$ cat config.mk
export PLATFORM = sky130hd
export DESIGN_NAME = mlaccel_qspi_resp
export DESIGN_NICKNAME = d
export VERILOG_FILES = /design/src/rtl/mlaccel_qspi_resp.sv
export SDC_FILE = /design/constraint.sdc
export NUM_CORES = 1
export LEC_CHECK = 0
export ABC_CLOCK_PERIOD_IN_PS = 1900
export BUFFER_PORTS_ARGS = -buffer_cell sky130_fd_sc_hd__buf_2
export CORE_UTILIZATION = 49
export DETAILED_ROUTE_END_ITERATION = 16
export GPL_ROUTABILITY_DRIVEN = 0
export PLACE_DENSITY_LB_ADDON = 0.3
export SYNTH_ARGS = -nofsm -noshare
export SYNTH_HDL_FRONTEND = slang
export SYNTH_SLANG_ARGS = --single-unit
$ cat constraint.sdc
create_clock -name clk -period 1.9 [get_ports clk]
set_input_delay 0.38 -clock clk [delete_from_list [all_inputs] [get_ports clk]]
set_output_delay 0.38 -clock clk [all_outputs]
set_load 0.05 [all_outputs]
$ cat src/rtl/mlaccel_qspi_resp.sv
// mlaccel_qspi_resp: accelerator-side QSPI responder. It oversamples the host
// SCK/CSB/IO in the system clock domain and decodes a one-byte command. Write
// bursts go out on a valid/ready stream. Status or read-stream bytes are
// returned on the quad IO lines. Protocol faults raise a sticky error flag.
module mlaccel_qspi_resp #(
    parameter int unsigned SYNC_STAGES  = 2,
    parameter int unsigned DUMMY_CYCLES = 4
) (
    input  logic       clk,
    input  logic       resetn,
    input  logic       qspi_clk,
    input  logic       qspi_csb,
    input  logic [3:0] qspi_io_i,
    output logic [3:0] qspi_io_o,
    output logic [3:0] qspi_io_oe,
    output logic       wr_valid,
    input  logic       wr_ready,
    output logic [7:0] wr_data,
    output logic       wr_first,
    input  logic       rd_valid,
    output logic       rd_ready,
    input  logic [7:0] rd_data,
    input  logic [7:0] status,
    output logic       err,
    input  logic       err_clr,
    output logic       busy
);

    localparam int unsigned DCNT_W = (DUMMY_CYCLES > 2) ? $clog2(DUMMY_CYCLES) : 1;
    localparam logic [DCNT_W-1:0] DCNT_LAST = DCNT_W'(DUMMY_CYCLES - 1);
    localparam logic [7:0] CMD_WRITE = 8'h21;
    localparam logic [7:0] CMD_STAT  = 8'h05;
    localparam logic [7:0] CMD_READ  = 8'h0B;

    typedef enum logic [2:0] {
        S_IDLE,
        S_CMD,
        S_WRITE,
        S_STAT,
        S_DUMMY,
        S_READ,
        S_IGNORE
    } state_t;

    state_t state;
    state_t state_next;

    // Synchronizer chains; CSB is stored inverted so the chain resets to "deselected".
    logic [SYNC_STAGES-1:0]      sck_sync;
    logic [SYNC_STAGES-1:0]      sel_sync;
    logic [SYNC_STAGES-1:0][3:0] io_sync;
    logic                        sck_prev;
    logic                        sel_prev;

    logic       sck_s;
    logic       sel_s;
    logic [3:0] io_s;
    logic       sck_rise;
    logic       sck_fall;
    logic       sel_rise;

    // Datapath registers
    logic              in_half;
    logic [3:0]        in_hi;
    logic              out_half;
    logic [DCNT_W-1:0] dcnt;
    logic [7:0]        cap;
    logic              first_pend;

    // Control strobes from the FSM
    logic       in_store;
    logic       in_done;
    logic       w_byte;
    logic       start_write;
    logic       bad_cmd;
    logic       fetch;
    logic       drive;
    logic       dummy_tick;
    logic       wr_accept;
    logic       err_set;
    logic [7:0] in_byte;

    assign sck_s    = sck_sync[SYNC_STAGES-1];
    assign sel_s    = sel_sync[SYNC_STAGES-1];
    assign io_s     = io_sync[SYNC_STAGES-1];
    assign sck_rise = sck_s & ~sck_prev;
    assign sck_fall = ~sck_s & sck_prev;
    assign sel_rise = sel_s & ~sel_prev;
    assign busy     = sel_s;
    assign in_byte  = {in_hi, io_s};

    // Bring the pad signals into the clk domain and keep one-cycle history for edges.
    always_ff @(posedge clk or negedge resetn) begin
        if (!resetn) begin
            sck_sync <= '0;
            sel_sync <= '0;
            io_sync  <= '0;
            sck_prev <= 1'b0;
            sel_prev <= 1'b0;
        end else begin
            sck_sync <= {sck_sync[SYNC_STAGES-2:0], qspi_clk};
            sel_sync <= {sel_sync[SYNC_STAGES-2:0], ~qspi_csb};
            io_sync  <= {io_sync[SYNC_STAGES-2:0], qspi_io_i};
            sck_prev <= sck_s;
            sel_prev <= sel_s;
        end
    end

    // State register.
    always_ff @(posedge clk or negedge resetn) begin
        if (!resetn) begin
            state <= S_IDLE;
        end else begin
            state <= state_next;
        end
    end

    // Next-state and per-cycle control strobes.
    always_comb begin
        state_next  = state;
        in_store    = 1'b0;
        in_done     = 1'b0;
        w_byte      = 1'b0;
        start_write = 1'b0;
        bad_cmd     = 1'b0;
        fetch       = 1'b0;
        drive       = 1'b0;
        dummy_tick  = 1'b0;
        if (!sel_s) begin
            state_next = S_IDLE;
        end else begin
            case (state)
                S_IDLE: begin
                    if (sel_rise) state_next = S_CMD;
                end
                S_CMD: begin
                    if (sck_rise) begin
                        if (!in_half) begin
                            in_store = 1'b1;
                        end else begin
                            in_done = 1'b1;
                            case (in_byte)
                                CMD_WRITE: begin
                                    state_next  = S_WRITE;
                                    start_write = 1'b1;
                                end
                                CMD_STAT: begin
                                    state_next = S_STAT;
                                end
                                CMD_READ: begin
                                    state_next = S_DUMMY;
                                    fetch      = 1'b1;
                                end
                                default: begin
                                    state_next = S_IGNORE;
                                    bad_cmd    = 1'b1;
                                end
                            endcase
                        end
                    end
                end
                S_WRITE: begin
                    if (sck_rise) begin
                        if (!in_half) begin
                            in_store = 1'b1;
                        end else begin
                            in_done = 1'b1;
                            w_byte  = 1'b1;
                        end
                    end
                end
                S_STAT: begin
                    drive = sck_fall;
                end
                S_DUMMY: begin
                    if (sck_rise) begin
                        dummy_tick = 1'b1;
                        if (dcnt == DCNT_LAST) state_next = S_READ;
                    end
                end
                S_READ: begin
                    drive = sck_fall;
                    fetch = sck_fall & out_half;
                end
                S_IGNORE: begin
                    state_next = S_IGNORE;
                end
                default: begin
                    state_next = S_IDLE;
                end
            endcase
        end
    end

    assign wr_accept = w_byte & (~wr_valid | wr_ready);
    assign err_set   = bad_cmd | (w_byte & ~wr_accept) | (fetch & ~rd_valid);

    // Nibble assembly, dummy count and IO drive; all cleared whenever the host deselects.
    always_ff @(posedge clk or negedge resetn) begin
        if (!resetn) begin
            in_half    <= 1'b0;
            in_hi      <= '0;
            out_half   <= 1'b0;
            dcnt       <= '0;
            qspi_io_o  <= '0;
            qspi_io_oe <= '0;
        end else if (!sel_s || state == S_IDLE) begin
            in_half    <= 1'b0;
            out_half   <= 1'b0;
            dcnt       <= '0;
            qspi_io_o  <= '0;
            qspi_io_oe <= '0;
        end else begin
            if (in_store) begin
                in_hi   <= io_s;
                in_half <= 1'b1;
            end
            if (in_done) in_half <= 1'b0;
            if (dummy_tick) dcnt <= dcnt + DCNT_W'(1);
            if (drive) begin
                out_half   <= ~out_half;
                qspi_io_oe <= 4'hF;
                if (!out_half) begin
                    qspi_io_o <= (state == S_STAT) ? status[7:4] : cap[7:4];
                end else begin
                    qspi_io_o <= cap[3:0];
                end
            end
        end
    end

    // Outgoing byte capture: read-stream pops (zero on underflow) or status latch.
    always_ff @(posedge clk or negedge resetn) begin
        if (!resetn) begin
            cap      <= '0;
            rd_ready <= 1'b0;
        end else begin
            rd_ready <= fetch & rd_valid;
            if (fetch) begin
                cap <= rd_valid ? rd_data : 8'h00;
            end else if (drive && state == S_STAT && !out_half) begin
                cap <= status;
            end
        end
    end

    // Write stream handshake; independent of CSB so a pending byte is never lost.
    always_ff @(posedge clk or negedge resetn) begin
        if (!resetn) begin
            wr_valid   <= 1'b0;
            wr_data    <= '0;
            wr_first   <= 1'b0;
            first_pend <= 1'b0;
        end else begin
            if (wr_accept) begin
                wr_valid <= 1'b1;
                wr_data  <= in_byte;
                wr_first <= first_pend;
            end else if (wr_valid && wr_ready) begin
                wr_valid <= 1'b0;
            end
            if (start_write) begin
                first_pend <= 1'b1;
            end else if (w_byte) begin
                first_pend <= 1'b0;
            end
        end
    end

    // Sticky protocol error; a clear request beats a same-cycle set.
    always_ff @(posedge clk or negedge resetn) begin
        if (!resetn) begin
            err <= 1'b0;
        end else if (err_clr) begin
            err <= 1'b0;
        end else if (err_set) begin
            err <= 1'b1;
        end
    end

endmodule

==> impl_results.md, run 1 <==
- Outcome: finished with violations
- Failing checks: design-rule violations, negative hold slack
- Crit path DAT: 2080 ps
- CP Max Fanout: 3
- First-pass GRT wire length: 7350 um
- RSZ-0062 raised after global routing: true
- Die area: 5040 um2
- Port Buffers: 47
- TritonCTS buffer count: 5
- Reg2reg setup slack: 20 ps
- Final-report hold violation count: 7
- Initial DRC Count: 141
- Final HPWL DP: ~3300 um
- Hold slack: -6.43 ps
- Leak pwr: approximately 0.0014 uW
- Filler cells: 334
- Post-route ant nets: 0
- Vias: 1703
- #FFs+latches synth: 51
- Count of cell types in the netlist: 49
- CTS Hold Bufs: 0
- Synth Flop Type: dfrtp_1
- Fin Setup TNS: 0 ps
- Setup crit start kind: flop
- Post-Syn Area: between 2000 and 2500 um2
- Post-synthesis async set-or-reset flop share: 1.00
- Worst VDD drop: 693 uV
- Clock sinks: slightly above 50
- Max Clock Skew: 10.1 ps
- Share of layout cells above drive strength 1: 0.386
- Yosys Warn Count: 0
- Most common cell after layout, fill and taps aside: dfrtp_1
- Fin crit period: 1880 ps
- Most frequent cells in the layout: dfrtp_1 (50), buf_2 (47), mux2i_1 (21), nand2_1 (18), mux2_2 (15)
- Fmax: 0.532 GHz
- Synth Area per Inst: 12.0 um2
- Worst relative slew slack: 0.696
- Final period util: 0.990
- 1st-pass router iterations: 10
- Core ar.: 4470 um2
- Hold/Removal Path Class: input port to asynchronous set/reset pin
- Syn Inst Count: 195
- Die Y: just over 70 um
- Nets: 281
- Critical path's slowest cell: or4b_4
- H-tree depth: 2
- Clock root cell: clkbuf_8
- Worst setup EP type: flop
- Row count: 24
- Area delta synth->final: 21.3%
- Count of maximum capacitance violations: 0
- Vias in the first global route: about 1600
- CP required: 2100 ps
- Initial antenna violation count: 0
- WL/cell: about 15 um
- Clk slew on worst S/H paths: ~100 ps
- Worst Path Class, Setup: flop to flop
- Ports: 48
- Worst Setup SP: in_hi[2]
- Measured slew at the worst slew-check pin: between 400 and 500 ps
- Largest stage delay, worst path: 570 ps
- Setup violations, final: 0
- Worst path cell trace: or4b_4, or4_4, a311oi_2, a21oi_1
- Post-synth net total: ~220
- Placed inst area: 2670 um2
- Die X: a little over 70 um
- Max Slew Vio Count: 0
- Total track usage: 0.190
- Post-synthesis sequential area ratio: 0.547
- Largest net degree at the start of global routing: 35
- Design Area, Final: ~2800 um2
- FF-to-FF Start: in_hi[2]
- Initial Utilization: 0.522
- Power Density: 876 nW/um2
- Remaining DRCs: 2
- Clk buf depth: 2
- Clock Latency Late Sink: 310 ps
- Final wirelength: 4660 um
- Antenna diode count: 0
- Grt ovf: 0
- TritonCTS clock tree: done
- Post-synth EDFFs: 0
- Vias per cell: approximately 5.6
-- final timing paths --
path	end	cells after the start
hold reg to reg	sck_sync[1]	0
hold / removal	wr_valid	1
setup reg to reg	err	4
setup / recovery	err	4
min in group clk	io_sync[2]	1
max in group asynchronous	sel_sync[1]	2
-- metrics by stage --
stage               total power [uW]  hold WS, ps  setup slack (ps)  utilization  std cells
floorplan                       1580         84.4              49.7            -        195
global placement                1750          333             -31.8        0.596        293
detailed placement              1760          335              -150        0.596        293
CTS                             2440         12.1              1.60        0.622        303
global route                    2610         25.1             -39.6        0.633        306
finish                          2480        -6.43              19.6        0.633        306
-- sequential cells by signal, indices dropped and copies added (netlist names), 2 cells and up --
signal,cells
cap,8
wr_data,8
in_hi,4
io_s,4
io_sync,4
qspi_io_o,4
state,3
dcnt,2
sck_sync,2
sel_sync,2
-- cell usage after synthesis, types with 2 or more instances --
| cell type | number | area, um2 |
|---|---|---|
| a211oi_1 | 2 | 15.0 |
| a21oi_1 | 6 | 30.0 |
| a22o_1 | 5 | 43.8 |
| buf_2 | 2 | 10.0 |
| buf_4 | 3 | 22.5 |
| clkbuf_1 | 4 | 15.0 |
| dfrtp_1 | 51 | 1280 |
| inv_1 | 5 | 18.8 |
| mux2_2 | 15 | 169 |
| mux2i_1 | 21 | 210 |
| nand2_1 | 19 | 71.3 |
| nand2b_1 | 4 | 25.0 |
| nand3_1 | 3 | 15.0 |
| nand4b_1 | 2 | 17.5 |
| nor2_1 | 4 | 15.0 |
| nor2b_1 | 3 | 18.8 |
| nor3_1 | 4 | 20.0 |
| nor4_1 | 2 | 12.5 |
| o21a_1 | 2 | 15.0 |
| o21ai_0 | 8 | 40.0 |
| or3b_2 | 2 | 17.5 |
-- layout make-up --
| class | count | area (um2) | area share |
|---|---|---|---|
| Sequential cell | 51 | 1280 | 0.451 |
| Clock buffer | 5 | 68.8 | 0.0243 |
| Tap cell | 52 | 65.1 | 0.0230 |
| Inverter | 5 | 18.8 | 0.00663 |
| Clock inverter | 3 | 26.3 | 0.00928 |
| Timing Repair Buffer | 61 | 353 | 0.125 |
| Multi-Input combinational cell | 129 | 1020 | 0.361 |
-- cells by family (layout without fill, tap and decap cells) --
kind of cell | Yosys count | after routing | synth area share
AOI/OAI and AO/OA | 32 | 32 | 0.0976
xor gates and xnor gates | 2 | 2 | 0.00751
adders and majority gates | 2 | 2 | 0.00965
buffers and inverters | 16 | 74 | 0.0348
DFF | 51 | 51 | 0.547
muxes | 36 | 36 | 0.162
and+or+nand+nor | 56 | 57 | 0.141
-- report_power, final --
| part | total, uW | switching, uW | internal [uW] |
|---|---|---|---|
| combinational | 592 | 302 | 290 |
| clock | 650 | 378 | 271 |
| sequential | 1240 | 69.0 | 1170 |
| total | 2480 | 749 | 1730 |
-- critical path, delay by kind of cell, from the launching register on --
| kind | cells | cell delay, ps |
|---|---|---|
| compound gates | 2 | 370 |
| simple gates | 2 | 1010 |
| flops | 1 | 390 |
-- metal layers --
| metal | track usage | vias up | part of all wire |
|---|---|---|---|
| met5 | 0 | - | 0 |
| met4 | 0.0533 | 0 | 0.0086 |
| met3 | 0.0513 | 6 | 0.041 |
| met2 | 0.285 | 39 | 0.50 |
| met1 | 0.273 | 835 | 0.45 |
| li1 | - | 823 | - |
-- what timing repair did --
item | in CTS | in global routing
buffers inserted | 2 | 2
pin swaps | 1 | 4
cloned | 0 | 1
gates resized for setup | 2 | 4
endpoints found under the setup margin | 10 | 19
Power figures use the tool's default switching activity.
==> run 2, diff against run 1 <==
--- a/config.mk
+++ b/config.mk
@@ -7,9 +7,10 @@
 export LEC_CHECK = 0
 export ABC_CLOCK_PERIOD_IN_PS = 1900
 export BUFFER_PORTS_ARGS = -buffer_cell sky130_fd_sc_hd__buf_2
-export CORE_UTILIZATION = 49
+export CORE_UTILIZATION = 45
 export DETAILED_ROUTE_END_ITERATION = 16
 export GPL_ROUTABILITY_DRIVEN = 0
+export HOLD_SLACK_MARGIN = 0.05
 export PLACE_DENSITY_LB_ADDON = 0.3
 export SYNTH_ARGS = -nofsm -noshare
 export SYNTH_HDL_FRONTEND = slang
==> impl_results.md, run 2 (synthesis results as in run 1) <==
- Clk slew on worst S/H paths: 100 ps (about the same)
- Final Core Density: 0.597 (was 0.633)
- Clk buf depth: 2 (unchanged)
- Fmax: 0.530 GHz (was 0.532 GHz)
- Setup WS post-layout: 13.3 ps (was 19.6 ps)
- DP Worst Slack: -104 ps (was -150 ps)
- Share of layout cells above drive strength 1: 0.390 (was 0.386)
- Post-Layout Cell Count: 326 (was 306)
- Final HPWL DP: 3290 um (was 3270 um)
- Vias in the first global route: 1669 (was 1563)
- Critical path's slowest cell: or4b_4 (unchanged)
- H-tree depth: 2 (unchanged)
- Leak pwr: 0.00144 uW (was 0.00141 uW)
- Net switching power: 785 uW (was 749 uW)
- Die area: 5480 um2 (was 5040 um2)
- Core ar.: 4850 um2 (was 4470 um2)
- Vias: 1729 (was 1703)
- Placed Cells: 311 (was 293)
- Nets: 286 (was 281)
- Fin Setup TNS: 0 ps (unchanged)
- Combinational share of power: 0.246 (was 0.239)
- Outcome: complete, no violations (was finished with violations)
- Initial antenna violation count: 0 (unchanged)
- Worst Path Class, Setup: flop to flop (unchanged)
- Crit path max-delay family: simple AND/OR/NAND/NOR gates (unchanged)
- Grt ovf: 0 (unchanged)
- Measured slew at the worst slew-check pin: 386 ps (was 450 ps)
- Clock sinks: 51 (unchanged)
- Most common cell after layout, fill and taps aside: dfrtp_1 (unchanged)
- Register share of total power: 0.487 (was 0.499)
- Max Slew Vio Count: 0 (unchanged)
- TritonCTS buffer count: 5 (unchanged)
- Max Clock Skew: 11.1 ps (was 10.1 ps)
- Sw Share: 0.308 (was 0.302)
- Ports: 48 (unchanged)
- Setup crit start kind: flop (unchanged)
- Worst setup EP type: flop (unchanged)
- Antenna diode count: 0 (unchanged)
- Hold slack: 162 ps (was -6.43 ps)
- Count of maximum capacitance violations: 0 (unchanged)
- Cell Int Power: 1760 uW (was 1730 uW)
- Fin crit period: 1890 ps (was 1880 ps)
- CP Max Fanout: 3 (unchanged)
- 1st-pass router iterations: 4 (was 10)
- Port Buffers: 47 (unchanged)
- Filler cells: 418 (was 334)
- Crit path DAT: 2090 ps (was 2080 ps)
- Row count: 25 (was 24)
- Worst path cell trace: or4b_4, or4_4, a311oi_2, a21oi_1 (unchanged)
- Worst relative slew slack: 0.739 (was 0.696)
- Clock root cell: clkbuf_8 (unchanged)
- Remaining DRCs: 0 (was 2)
- Vias per cell: 5.30 (was 5.57)
- Worst VDD drop: 751 uV (was 693 uV)
- Die X: 74.0 um (was 71.0 um)
- Worst path buffer plus inverter count: 0 (unchanged)
- Clock Latency Late Sink: 320 ps (was 310 ps)
- Largest net degree at the start of global routing: 52 (was 35)
- WL/cell: 14.9 um (was 15.2 um)
- Multi-input gate area: 1020 um2 (about the same)
- Final period util: 0.993 (was 0.990)
- Total track usage: 0.195 (was 0.190)
- Die Y: 74.0 um (was 71.0 um)
- TritonCTS clock tree: done (unchanged)
- Post-route ant nets: 0 (unchanged)
- Initial Utilization: 0.481 (was 0.522)
- Largest stage delay, worst path: 570 ps (about the same)
- Initial DRC Count: 109 (was 141)
- Area delta synth->final: 24.0% (was 21.3%)
- CP required: 2110 ps (was 2100 ps)
- Clock power frac: 0.266 (was 0.262)
- Final wirelength: 4870 um (was 4660 um)
- Most frequent cells in the layout: dfrtp_1 (50), buf_2 (47), mux2i_1 (21), nand2_1 (18) (was dfrtp_1 (50), buf_2 (47), mux2i_1 (21), nand2_1 (18), mux2_2 (15))
- Power Density: 881 nW/um2 (was 876 nW/um2)
- RSZ-0062 raised after global routing: true (unchanged)
- First-pass GRT wire length: 7890 um (was 7350 um)
- Final-report hold violation count: 0 (was 7)
- Setup violations, final: 0 (unchanged)
- Register area: 1280 um2 (unchanged)
- Hold/Removal Path Class: input port to flop (was input port to asynchronous set/reset pin)
- Top Registers: cap x8, wr_data x8 (unchanged)
## run 2: worst register-to-register path: stages, from the launching register on
cell and delay (ps):
dfrtp_1 390, or4b_4 570, or4_4 450, a311oi_2 270, a21oi_1 90
## run 2: path summary, 6_finish.rpt
check / startpoint / end / slack (ps) / cells past startpoint
setup / recovery: in_hi[0] / err / 10 / 4
hold / removal: qspi_io_i[3] / io_sync[3] / 160 / 1
setup reg to reg: in_hi[0] / err / 10 / 4
hold reg to reg: sck_sync[0] / sck_sync[1] / 350 / 0
max in group asynchronous: resetn / sel_sync[1] / 1090 / 3
min in group asynchronous: resetn / wr_valid / 570 / 3
## run 2: cell type report
cell class                      instances  area share
Multi-Input combinational cell        129       0.351
Sequential cell                        51       0.441
Clock buffer                            5      0.0238
Tap cell                               67      0.0290
Inverter                                5     0.00649
Clock inverter                          3     0.00994
Timing Repair Buffer                   66       0.138
## run 2: power by group through the flow
stage | combinational, uW | clock (uW) | sequential [uW]
3_3_place_gp | 503 | 0 | 1260
5_1_grt | 683 | 742 | 1260
4_1_cts | 562 | 706 | 1240
6_report | 628 | 679 | 1240
2_1_floorplan | 333 | 0 | 1250
3_5_place_dp | 512 | 0 | 1260
## run 2: per-layer routing
metal / track usage / up-vias / share of wire
li1: - / 830 / -
met1: 0.275 / 836 / 0.48
met2: 0.276 / 48 / 0.44
met3: 0.0515 / 15 / 0.042
met4: 0.100 / 0 / 0.031
met5: 0 / - / 0
## run 2: repair_timing
action / CTS / global route
gates cloned: 0 / 1
hold buffers: 1 / 0
resized for setup: 2 / 5
endpoints found under the setup margin: 10 / 17
hold endpoints to repair: 42 / 0
buffers inserted: 3 / 3
pin swaps: 4 / 6
## run 2: stage by stage
stage / total power [uW] / area, um2
3_5_place_dp: 1780 / 2710
3_3_place_gp: 1760 / 2710
5_1_grt: 2680 / 2890
2_1_floorplan: 1580 / 2340
6_report: 2550 / 2890
4_1_cts: 2510 / 2850
